--- config.mk ---
export PLATFORM = sky130hd
export DESIGN_NAME = gpio_reg_arbiter_flat
export DESIGN_NICKNAME = d
export VERILOG_FILES = /design/src/rtl/gpio_reg_arbiter_if.sv /design/src/rtl/gpio_reg_arbiter.sv /design/src/flat_wrapper.sv
export SDC_FILE = /design/constraint.sdc
export NUM_CORES = 1
export LEC_CHECK = 0
export ABC_CLOCK_PERIOD_IN_PS = 2900
export CAP_MARGIN = 20
export CORE_ASPECT_RATIO = 0.6
export CORE_MARGIN = 1
export CORE_UTILIZATION = 44
export CTS_BUF_LIST = sky130_fd_sc_hd__clkbuf_8 sky130_fd_sc_hd__clkbuf_16
export CTS_CLUSTER_SIZE = 10
export DETAILED_ROUTE_END_ITERATION = 8
export PLACE_DENSITY = 0.95
export SETUP_SLACK_MARGIN = 0.2
export SKIP_CTS_REPAIR_TIMING = 1
export SLEW_MARGIN = 20
export SYNTH_ARGS = -nofsm -noshare
export SYNTH_HDL_FRONTEND = slang
export SYNTH_SLANG_ARGS = --single-unit
--- constraint.sdc ---
create_clock -name clk -period 2.9 [get_ports clk]
set_clock_uncertainty 0.15 [all_clocks]
set_input_delay 0.435 -clock clk [delete_from_list [all_inputs] [get_ports clk]]
set_output_delay 0.435 -clock clk [all_outputs]
set_load 0.02 [all_outputs]
--- src/rtl/gpio_reg_arbiter_if.sv ---
// rtl/gpio_reg_arbiter_if.sv - requester handshake and GPIO register port bundle
interface gpio_reg_arbiter_if #(
    parameter int NREQ = 2
);
    logic [NREQ-1:0]   req;
    logic [NREQ-1:0]   we;
    logic [2*NREQ-1:0] sel;
    logic [8*NREQ-1:0] wdata;
    logic [NREQ-1:0]   ack;
    logic              err;
    logic [7:0]        rdata;
    logic              busy;
    logic              gpio_busw;
    logic [1:0]        gpio_regsel;
    logic [7:0]        gpio_wdata;
    logic [7:0]        gpio_rdata;

    modport slave (
        input  req, we, sel, wdata, gpio_rdata,
        output ack, err, rdata, busy, gpio_busw, gpio_regsel, gpio_wdata
    );

    modport master (
        output req, we, sel, wdata, gpio_rdata,
        input  ack, err, rdata, busy, gpio_busw, gpio_regsel, gpio_wdata
    );
endinterface

--- src/rtl/gpio_reg_arbiter.sv ---
// rtl/gpio_reg_arbiter.sv - round-robin sequencer sharing the GPIO register port
module gpio_reg_arbiter #(
    parameter int NREQ = 2
) (
    input  logic               clk,
    input  logic               rst_n,
    gpio_reg_arbiter_if.slave  bus
);
    localparam int IW = $clog2(NREQ);

    typedef enum logic [1:0] {
        S_IDLE   = 2'd0,
        S_ACCESS = 2'd1,
        S_CAPT   = 2'd2,
        S_RESP   = 2'd3
    } state_t;

    state_t          state_q, state_d;
    logic [IW-1:0]   ptr_q, ptr_d;
    logic [IW-1:0]   win_q, win_d;
    logic            we_q, we_d;
    logic [1:0]      sel_q, sel_d;
    logic [NREQ-1:0] ack_q, ack_d;
    logic            err_q, err_d;
    logic [7:0]      rdata_q, rdata_d;
    logic            busy_q, busy_d;
    logic            busw_q, busw_d;
    logic [1:0]      regsel_q, regsel_d;
    logic [7:0]      gwdata_q, gwdata_d;

    logic            grant_vld;
    logic [IW-1:0]   grant_idx;

    // Requester index reached by stepping 'off' places after 'base', wrapping at NREQ.
    function automatic logic [IW-1:0] rr_index(input logic [IW-1:0] base, input int off);
        int s;
        s = int'(base) + off;
        if (s >= NREQ) s = s - NREQ;
        return IW'(s);
    endfunction

    always_comb begin
        grant_vld = 1'b0;
        grant_idx = '0;
        for (int k = 0; k < NREQ; k++) begin
            if (!grant_vld && bus.req[rr_index(ptr_q, k)]) begin
                grant_vld = 1'b1;
                grant_idx = rr_index(ptr_q, k);
            end
        end
    end

    always_comb begin
        state_d  = state_q;
        ptr_d    = ptr_q;
        win_d    = win_q;
        we_d     = we_q;
        sel_d    = sel_q;
        ack_d    = '0;
        err_d    = 1'b0;
        rdata_d  = rdata_q;
        busw_d   = 1'b0;
        regsel_d = regsel_q;
        gwdata_d = gwdata_q;

        case (state_q)
            S_IDLE: begin
                regsel_d = 2'b00;
                if (grant_vld) begin
                    win_d    = grant_idx;
                    we_d     = bus.we[grant_idx];
                    sel_d    = bus.sel[2*int'(grant_idx) +: 2];
                    busw_d   = bus.we[grant_idx];
                    regsel_d = bus.sel[2*int'(grant_idx) +: 2];
                    gwdata_d = bus.wdata[8*int'(grant_idx) +: 8];
                    ptr_d    = rr_index(grant_idx, 1);
                    state_d  = S_ACCESS;
                end
            end
            S_ACCESS: begin
                // The GPIO samples the command at the edge closing this cycle.
                if (we_q) begin
                    ack_d[win_q] = 1'b1;
                    err_d        = ~sel_q[1];
                    state_d      = S_RESP;
                end else begin
                    state_d = S_CAPT;
                end
            end
            S_CAPT: begin
                rdata_d      = bus.gpio_rdata;
                ack_d[win_q] = 1'b1;
                state_d      = S_RESP;
            end
            S_RESP: begin
                regsel_d = 2'b00;
                state_d  = S_IDLE;
            end
            default: state_d = S_IDLE;
        endcase

        busy_d = (state_d != S_IDLE);
    end

    always_ff @(posedge clk or negedge rst_n) begin
        if (!rst_n) begin
            state_q  <= S_IDLE;
            ptr_q    <= '0;
            win_q    <= '0;
            we_q     <= 1'b0;
            sel_q    <= 2'b00;
            ack_q    <= '0;
            err_q    <= 1'b0;
            rdata_q  <= 8'h00;
            busy_q   <= 1'b0;
            busw_q   <= 1'b0;
            regsel_q <= 2'b00;
            gwdata_q <= 8'h00;
        end else begin
            state_q  <= state_d;
            ptr_q    <= ptr_d;
            win_q    <= win_d;
            we_q     <= we_d;
            sel_q    <= sel_d;
            ack_q    <= ack_d;
            err_q    <= err_d;
            rdata_q  <= rdata_d;
            busy_q   <= busy_d;
            busw_q   <= busw_d;
            regsel_q <= regsel_d;
            gwdata_q <= gwdata_d;
        end
    end

    assign bus.ack         = ack_q;
    assign bus.err         = err_q;
    assign bus.rdata       = rdata_q;
    assign bus.busy        = busy_q;
    assign bus.gpio_busw   = busw_q;
    assign bus.gpio_regsel = regsel_q;
    assign bus.gpio_wdata  = gwdata_q;

    a_ack_onehot: assert property (@(posedge clk) disable iff (!rst_n) $onehot0(ack_q));
    a_busw_access: assert property (@(posedge clk) disable iff (!rst_n) busw_q |-> (state_q == S_ACCESS));
endmodule

--- src/flat_wrapper.sv ---
// flat-port wrapper written by rule: the top's interface ports become plain ports
module gpio_reg_arbiter_flat 
#(
    parameter int NREQ = 2
)
  (clk, rst_n, bus_req, bus_we, bus_sel, bus_wdata, bus_gpio_rdata, bus_ack, bus_err, bus_rdata, bus_busy, bus_gpio_busw, bus_gpio_regsel, bus_gpio_wdata);
  gpio_reg_arbiter_if #(.NREQ(NREQ)) bus_i ();
  input  logic clk;
  input  logic rst_n;
  input wire logic [$bits(bus_i.req)-1:0] bus_req;
  input wire logic [$bits(bus_i.we)-1:0] bus_we;
  input wire logic [$bits(bus_i.sel)-1:0] bus_sel;
  input wire logic [$bits(bus_i.wdata)-1:0] bus_wdata;
  input wire logic [$bits(bus_i.gpio_rdata)-1:0] bus_gpio_rdata;
  output wire logic [$bits(bus_i.ack)-1:0] bus_ack;
  output wire logic [$bits(bus_i.err)-1:0] bus_err;
  output wire logic [$bits(bus_i.rdata)-1:0] bus_rdata;
  output wire logic [$bits(bus_i.busy)-1:0] bus_busy;
  output wire logic [$bits(bus_i.gpio_busw)-1:0] bus_gpio_busw;
  output wire logic [$bits(bus_i.gpio_regsel)-1:0] bus_gpio_regsel;
  output wire logic [$bits(bus_i.gpio_wdata)-1:0] bus_gpio_wdata;
  assign bus_i.req = bus_req;
  assign bus_i.we = bus_we;
  assign bus_i.sel = bus_sel;
  assign bus_i.wdata = bus_wdata;
  assign bus_i.gpio_rdata = bus_gpio_rdata;
  assign bus_ack = bus_i.ack;
  assign bus_err = bus_i.err;
  assign bus_rdata = bus_i.rdata;
  assign bus_busy = bus_i.busy;
  assign bus_gpio_busw = bus_i.gpio_busw;
  assign bus_gpio_regsel = bus_i.gpio_regsel;
  assign bus_gpio_wdata = bus_i.gpio_wdata;
  gpio_reg_arbiter #(.NREQ(NREQ)) u_core (.clk(clk), .rst_n(rst_n), .bus(bus_i));
endmodule
==> flow_summary_export.csv, run 1 <==
group,metric,value,unit
grt,grt_usage,21.9,%
setup_path,r2r_slack,1.08,ns
setup_path,critPathMaxFanout,14,
place,dp_worst_setup_slack,0.542,ns
grt,grt_overflow,0,
setup_path,crit_start,"bus_req[1]",
drt,topRoutingLayerUsed,"met4",
setup_path,worstPathCellList,"clkdlybuf4s50_1, o21ai_2, a21oi_2, a221o_1",
drt,route.met3.wl,283,um
power,pwr-share-seq,33.3,%
setup_path,r2r_cells,5,
setup_path,critPathLaunchType,"primary input",
setup_path,crit_path_end,"u_core.bus.gpio_wdata[1]$_DFFE_PN0P_",
setup_path,required,2.90,ns
floorplanning,die_w,70.7,um
synth,synth_warnings,0,
setup_path,cp.arrival,2.07,ns
sta,hold_violations,0,
synth,synth_area_leaders,"dfrtp_1 (58%), mux2_2 (7.2%), a221o_1 (6.4%)",
setup_path,path_depth,4,
cts,htree_levels,2,
setup_path,cp_num_buf_inv,1,
power,clkPwrFrac,15.3,%
cts,clock-sinks,29,
grt,grt_pass1_vias,991,
final_layout,nets,197,
place,io_buffers,56,
setup_path,slowest_stage,"clkdlybuf4s50_1",
drt,met2_length,1350,um
grt,antenna_found_initial,0,
setup_path,rr_endpoint,"u_core.bus.gpio_wdata[1]$_DFFE_PN0P_",
power,p_sw,776,uW
place,gp_congestion,0.851,
cts,path_clk_slew,0.06,ns
sta,finalMaxSlewViolations,0,
place,dp_hpwl,2210,um
power,combPwrFrac,51.4,%
drt,detail_route.wl_per_cell,16.3,um
worst_hold_path,hold_class,"register to register",
grt,grt_pass1_wl,4780,um
setup_path,cp_top_family,"compound AO/OA/AOI/OAI gates",
synth,postSynthCellCount,98,
status,violations,"design-rule violations",
floorplanning,core_area,0.00259,sq mm
synth,syn_nets,137,
power,peakVddDrop,0.490,mV
drt,postRouteAntennaNets,0,
floorplanning,initial_core_util,48.0,%
sta,max_freq,0.484,GHz
synth,syn_area,0.00124,sq mm
sta,tightest_slew,0.464,ns
sta,rsz0062_at_grt,"no",
power,intPower,1.33,mW
synth,synth-seq-cells,29,
floorplanning,fp.dieArea,0.00305,sq mm
floorplanning,num_io_pins,57,
drt,viasPerCell,5.39,
drt,drt-initial-drc-count,56,
final_layout,antenna_cells,0,
synth,synth_top_area_share,58.3,%
floorplanning,dieHeight,43.2,um
power,powerDensity,1100,mW/mm^2
cts,cts_tree,"built",
setup_path,cp-end-kind,"register",
grt,grt_max_degree,30,
power,swShare,36.8,%
power,power,2.11,mW
sta,period_needed,2.07,ns
worst_hold_path,min_from,"u_core.win_q$_DFFE_PN0P_",
cts,cts_buffer_depth,2,
final_layout,final_util,74.1,%
synth,yosys.area.top_type,"dfrtp_1",
synth,avgSynthCellArea,12.7,sq um
setup_path,r2r-start,"u_core.state_q[0]$_DFF_PN0_",
job,cap_viol_max_count,0,
sta,finalSetupViolations,0,
final_layout,post_route_cells_drive_above_1_share,12.7,%
drt,num_vias,1025,
setup_path,max_stage_delay,0.58,ns
drt,drc,10,
drt,wl_met1,1400,um
drt,wirelength,3090,um
setup_path,path_class,"primary input to register",
power,p_leak,0.860,nW
drt,first_pass_iters,6,
sta,finalSetupTns,0,ns
status,status,"finished with violations",
floorplanning,fp-row-count,14,
sta,fin_crit_sh,71.2,%
cts,worstSkewPairLatency,0.28,ns
final_layout,area_delta_synth_final,54.3,%
cts,clockRootBuffer,"clkbuf_8",
sta,fin_ws,0.834,ns
synth,synth.distinct_cells,25,
cts,cts-buffers-inserted,5,
sta,slew_headroom,69.0,%
synth,ys_seq_area_share,58.3,%
## power groups by stage
stage	Combinational (mW)	Sequential, mW	Clock [mW]
after floorplan	0.444	0.869	0
after global placement	1.03	0.695	0
after detailed placement	1.07	0.701	0
after CTS	1.08	0.702	0.329
after global routing	1.15	0.721	0.344
final	1.08	0.701	0.322
## per-layer routing
layer  up-vias  GRT usage, %
met1       486          28.4
met2        57          32.8
li1        475             -
met3         7          9.26
met4         0          8.80
met5         -             0
## cell usage after synthesis
cell type,n
a21boi_0,1
o21ai_2,1
a21oi_2,1
or2_2,1
nand2b_2,1
dfrtp_1,29
buf_2,3
clkbuf_1,1
and3_1,3
a21o_1,2
a2bb2oi_1,1
nor2_1,2
ha_1,5
nand3_1,3
and2_1,8
nand2b_1,1
a221o_1,8
o32a_1,1
o2111ai_1,3
nand2_1,5
a21oi_1,1
nand4_1,3
mux2_2,8
inv_1,5
a31o_2,1
## placed cells by master, fill, tap and decap left out, types with 2 or more instances in the layout
cell type	count
clkdlybuf4s50_1	56
dfrtp_1	29
and2_1	8
a221o_1	8
mux2_2	8
inv_1	6
clkbuf_8	6
nand2_1	5
ha_1	5
and3_1	3
o2111ai_1	3
nand4_1	3
nand3_1	3
a21o_1	2
nor2_1	2
## worst min-delay path by stage
stage                                  endpoint  cells past startpoint  slack, ns
floorplan           u_core.bus.ack[0]$_DFF_PN0_                      0      -0.01
global route        u_core.bus.ack[0]$_DFF_PN0_                      1       0.34
global placement    u_core.bus.ack[0]$_DFF_PN0_                      1       0.29
CTS                 u_core.bus.ack[0]$_DFF_PN0_                      1       0.33
detailed placement  u_core.bus.ack[0]$_DFF_PN0_                      1       0.31
finish              u_core.bus.ack[0]$_DFF_PN0_                      1       0.34
## cell families after synthesis
family / after synthesis / synth area share, %
flops: 29 / 58.3
fa+ha+maj: 5 / 5.03
buf+inv: 9 / 3.01
mux: 8 / 7.24
simple gates: 27 / 12.1
compound gates: 20 / 14.4
## flip-flops by register name (all words and copies together), names as in the netlist
signal,cells
u_core.bus.ack,2
u_core.bus.busy,1
u_core.bus.err,1
u_core.bus.gpio_busw,1
u_core.bus.gpio_regsel,2
u_core.bus.gpio_wdata,8
u_core.bus.rdata,8
u_core.ptr_q,1
u_core.sel_q,1
u_core.state_q,2
u_core.we_q,1
u_core.win_q,1
## per-stage QoR
stage          std cells  cell area (sq um)  hold slack, ns
2_1_floorplan         98               1240         -0.0106
3_5_place_dp         183               1830           0.306
6_report             190               1920           0.341
4_1_cts              190               1920           0.325
5_1_grt              190               1920           0.336
3_3_place_gp         183               1830           0.293
## cell type report
class / count / area [sq um]
multi-input combinational: 60 / 482
clock inverter: 1 / 3.75
inverter: 5 / 18.8
timing repair buffer: 57 / 568
clock buffer: 6 / 82.6
sequential: 29 / 726
tap: 32 / 40.0
fill: 179 / 672
Note: power is estimated with default switching activity, not from simulation.
==> run 2, diff against run 1 <==
--- a/config.mk
+++ b/config.mk
@@ -5,15 +5,15 @@
 export SDC_FILE = /design/constraint.sdc
 export NUM_CORES = 1
 export LEC_CHECK = 0
-export ABC_CLOCK_PERIOD_IN_PS = 2900
+export ABC_CLOCK_PERIOD_IN_PS = 2150
 export CAP_MARGIN = 20
 export CORE_ASPECT_RATIO = 0.6
 export CORE_MARGIN = 1
-export CORE_UTILIZATION = 44
+export CORE_UTILIZATION = 40
 export CTS_BUF_LIST = sky130_fd_sc_hd__clkbuf_8 sky130_fd_sc_hd__clkbuf_16
 export CTS_CLUSTER_SIZE = 10
 export DETAILED_ROUTE_END_ITERATION = 8
-export PLACE_DENSITY = 0.95
+export PLACE_DENSITY = 0.89
 export SETUP_SLACK_MARGIN = 0.2
 export SKIP_CTS_REPAIR_TIMING = 1
 export SLEW_MARGIN = 20
==> constraint.sdc (replaced) <==
create_clock -name clk -period 2.15 [get_ports clk]
set_clock_uncertainty 0.15 [all_clocks]
set_input_delay 0.3225 -clock clk [delete_from_list [all_inputs] [get_ports clk]]
set_output_delay 0.3225 -clock clk [all_outputs]
set_load 0.02 [all_outputs]
==> run 2 against run 1 <==
Against the previous run:
- highest routed layer unchanged
- the run now ends clean
- worst hold slack worse by 0.067 ns
- sequential power is 34% higher
- die area is 9.6% higher
- flip-flop and latch count stayed put
- largest power group unchanged
- register-to-register slack worse by 0.76 ns
- clock-buffer cell count is 1 lower
==> flow_summary_export.csv, run 2 (synthesized netlist as in run 1, its figures left out) <==
group,metric,value,unit
status,status,"finished, final reports clean",
floorplanning,initial_core_util,42.8,%
drt,viasPerCell,5.06,
cts,cts-buffers-inserted,5,
drt,detail_route.wl_per_cell,16.0,um
power,p_leak,0.870,nW
final_layout,post_route_cells_drive_above_1_share,15.4,%
drt,postRouteAntennaNets,0,
setup_path,r2r_cells,6,
power,intPower,1.79,mW
floorplanning,fp-row-count,15,
power,clkPwrFrac,15.1,%
power,swShare,37.5,%
sta,max_freq,0.545,GHz
drt,drc,0,
power,power,2.86,mW
power,p_sw,1.07,mW
sta,finalSetupViolations,0,
floorplanning,dieHeight,45.2,um
floorplanning,num_io_pins,57,
grt,grt_pass1_wl,4780,um
place,dpl_cell_area,0.00187,sq mm
drt,first_pass_iters,4,
sta,tightest_slew,0.501,ns
sta,holdWs,0.273,ns
power,pwr-share-seq,32.8,%
sta,slew_headroom,66.6,%
place,gp_congestion,0.841,
setup_path,cp.arrival,1.84,ns
sta,period_needed,1.83,ns
final_layout,instances_no_fill,204,
power,peakVddDrop,0.675,mV
grt,antenna_found_initial,0,
final_layout,design_area,0.00196,sq mm
worst_hold_path,hold_class,"primary input to asynchronous set/reset pin",
cts,cts_buffer_depth,2,
setup_path,r2r_slack,0.32,ns
cts,htree_levels,2,
drt,drt-initial-drc-count,23,
cts,clockRootBuffer,"clkbuf_8",
final_layout,antenna_cells,0,
floorplanning,fp.dieArea,0.00335,sq mm
setup_path,required,2.15,ns
setup_path,r2r-start,"u_core.state_q[0]$_DFF_PN0_",
setup_path,critPathLaunchType,"primary input",
place,dp_cells,196,
final_layout,nets,200,
setup_path,path_class,"primary input to register",
cts,path_clk_slew,0.07,ns
power,powerDensity,1460,mW/mm^2
sta,hold_violations,0,
setup_path,rr_endpoint,"u_core.bus.gpio_wdata[3]$_DFFE_PN0P_",
job,cap_viol_max_count,0,
sta,finalMaxSlewViolations,0,
drt,num_vias,1032,
final_layout,area_delta_synth_final,57.1,%
final_layout,mostFrequentLayoutCell,"clkdlybuf4s50_1",
grt,grt_overflow,0,
sta,rsz0062_at_grt,"no",
cts,clock-sinks,29,
cts,cts_tree,"built",
grt,grt_usage,21.0,%
grt,grt_pass1_vias,1006,
floorplanning,core_area,0.00291,sq mm
grt,grt_max_degree,30,
floorplanning,die_w,74.0,um
final_layout,nFillCells,220,
drt,wirelength,3270,um
sta,finalSetupTns,0,ns
power,combPwrFrac,52.1,%
place,io_buffers,56,
final_layout,final_cell_mix,"clkdlybuf4s50_1 (56), dfrtp_1 (29), and2_1 (8), a221o_1 (8), mux2_2 (8)",
setup_path,critPathMaxFanout,10,
setup_path,cp-end-kind,"register",
cts,worstSkewPairLatency,0.27,ns
sta,fin_crit_sh,85.3,%
place,dp_hpwl,2470,um
run 2: cell types whose count changed in the layout (fill, tap and decap cells not counted):
cell        previous run  this run
buf_4                  1         4
clkbuf_8               6         5
clkinv_2               0         2
clkinvlp_4             0         1
inv_1                  6         5
run 2: power by group through the flow:
stage	sequential [mW]	clock, mW	combinational, mW
2_1_floorplan	1.17	0	0.598
3_3_place_gp	0.931	0	1.43
3_5_place_dp	0.945	0	1.48
4_1_cts	0.937	0.443	1.50
5_1_grt	0.963	0.471	1.59
6_report	0.937	0.431	1.49
run 2: through the flow:
stage	setup slack (ns)	util, %
finish	0.316	67.2
global route	0.224	67.2
CTS	0.306	67.2
detailed placement	0.0444	64.3
global placement	0.174	64.3
floorplan	0.431	-
run 2: critical path: stages:
cell and delay [ns]:
clkdlybuf4s50_1 0.62, nand2b_2 0.17, and3_1 0.36, a221o_1 0.37
run 2: worst max path at each step:
stage          slack (ns)  cells past startpoint                         from                                    to
4_1_cts              0.31                      6  u_core.state_q[0]$_DFF_PN0_  u_core.bus.gpio_wdata[3]$_DFFE_PN0P_
5_1_grt              0.22                      5  u_core.state_q[0]$_DFF_PN0_  u_core.bus.gpio_wdata[3]$_DFFE_PN0P_
3_3_place_gp         0.17                      4                   bus_req[0]  u_core.bus.gpio_wdata[3]$_DFFE_PN0P_
6_report             0.32                      4                   bus_req[0]  u_core.bus.gpio_wdata[3]$_DFFE_PN0P_
2_1_floorplan        0.43                      6  u_core.state_q[0]$_DFF_PN0_             u_core.bus.busy$_DFF_PN0_
3_5_place_dp         0.04                      4                   bus_req[0]  u_core.bus.gpio_wdata[3]$_DFFE_PN0P_
run 2: area by class of cell:
class	count	area [sq um]	share of cell area [%]
clock inverter	3	17.5	0.896
inverter	5	18.8	0.960
clock buffer	5	68.8	3.52
timing repair buffer	60	591	30.2
sequential	29	726	37.1
tap	42	52.6	2.69
multi-input combinational	60	482	24.6
run 2: routing by layer:
layer	track usage (%)	vias up	routed length (um)
met5	0	-	0
met4	10.8	0	46
met3	6.70	4	168
met2	34.0	40	1580
met1	25.7	509	1470
li1	-	479	-
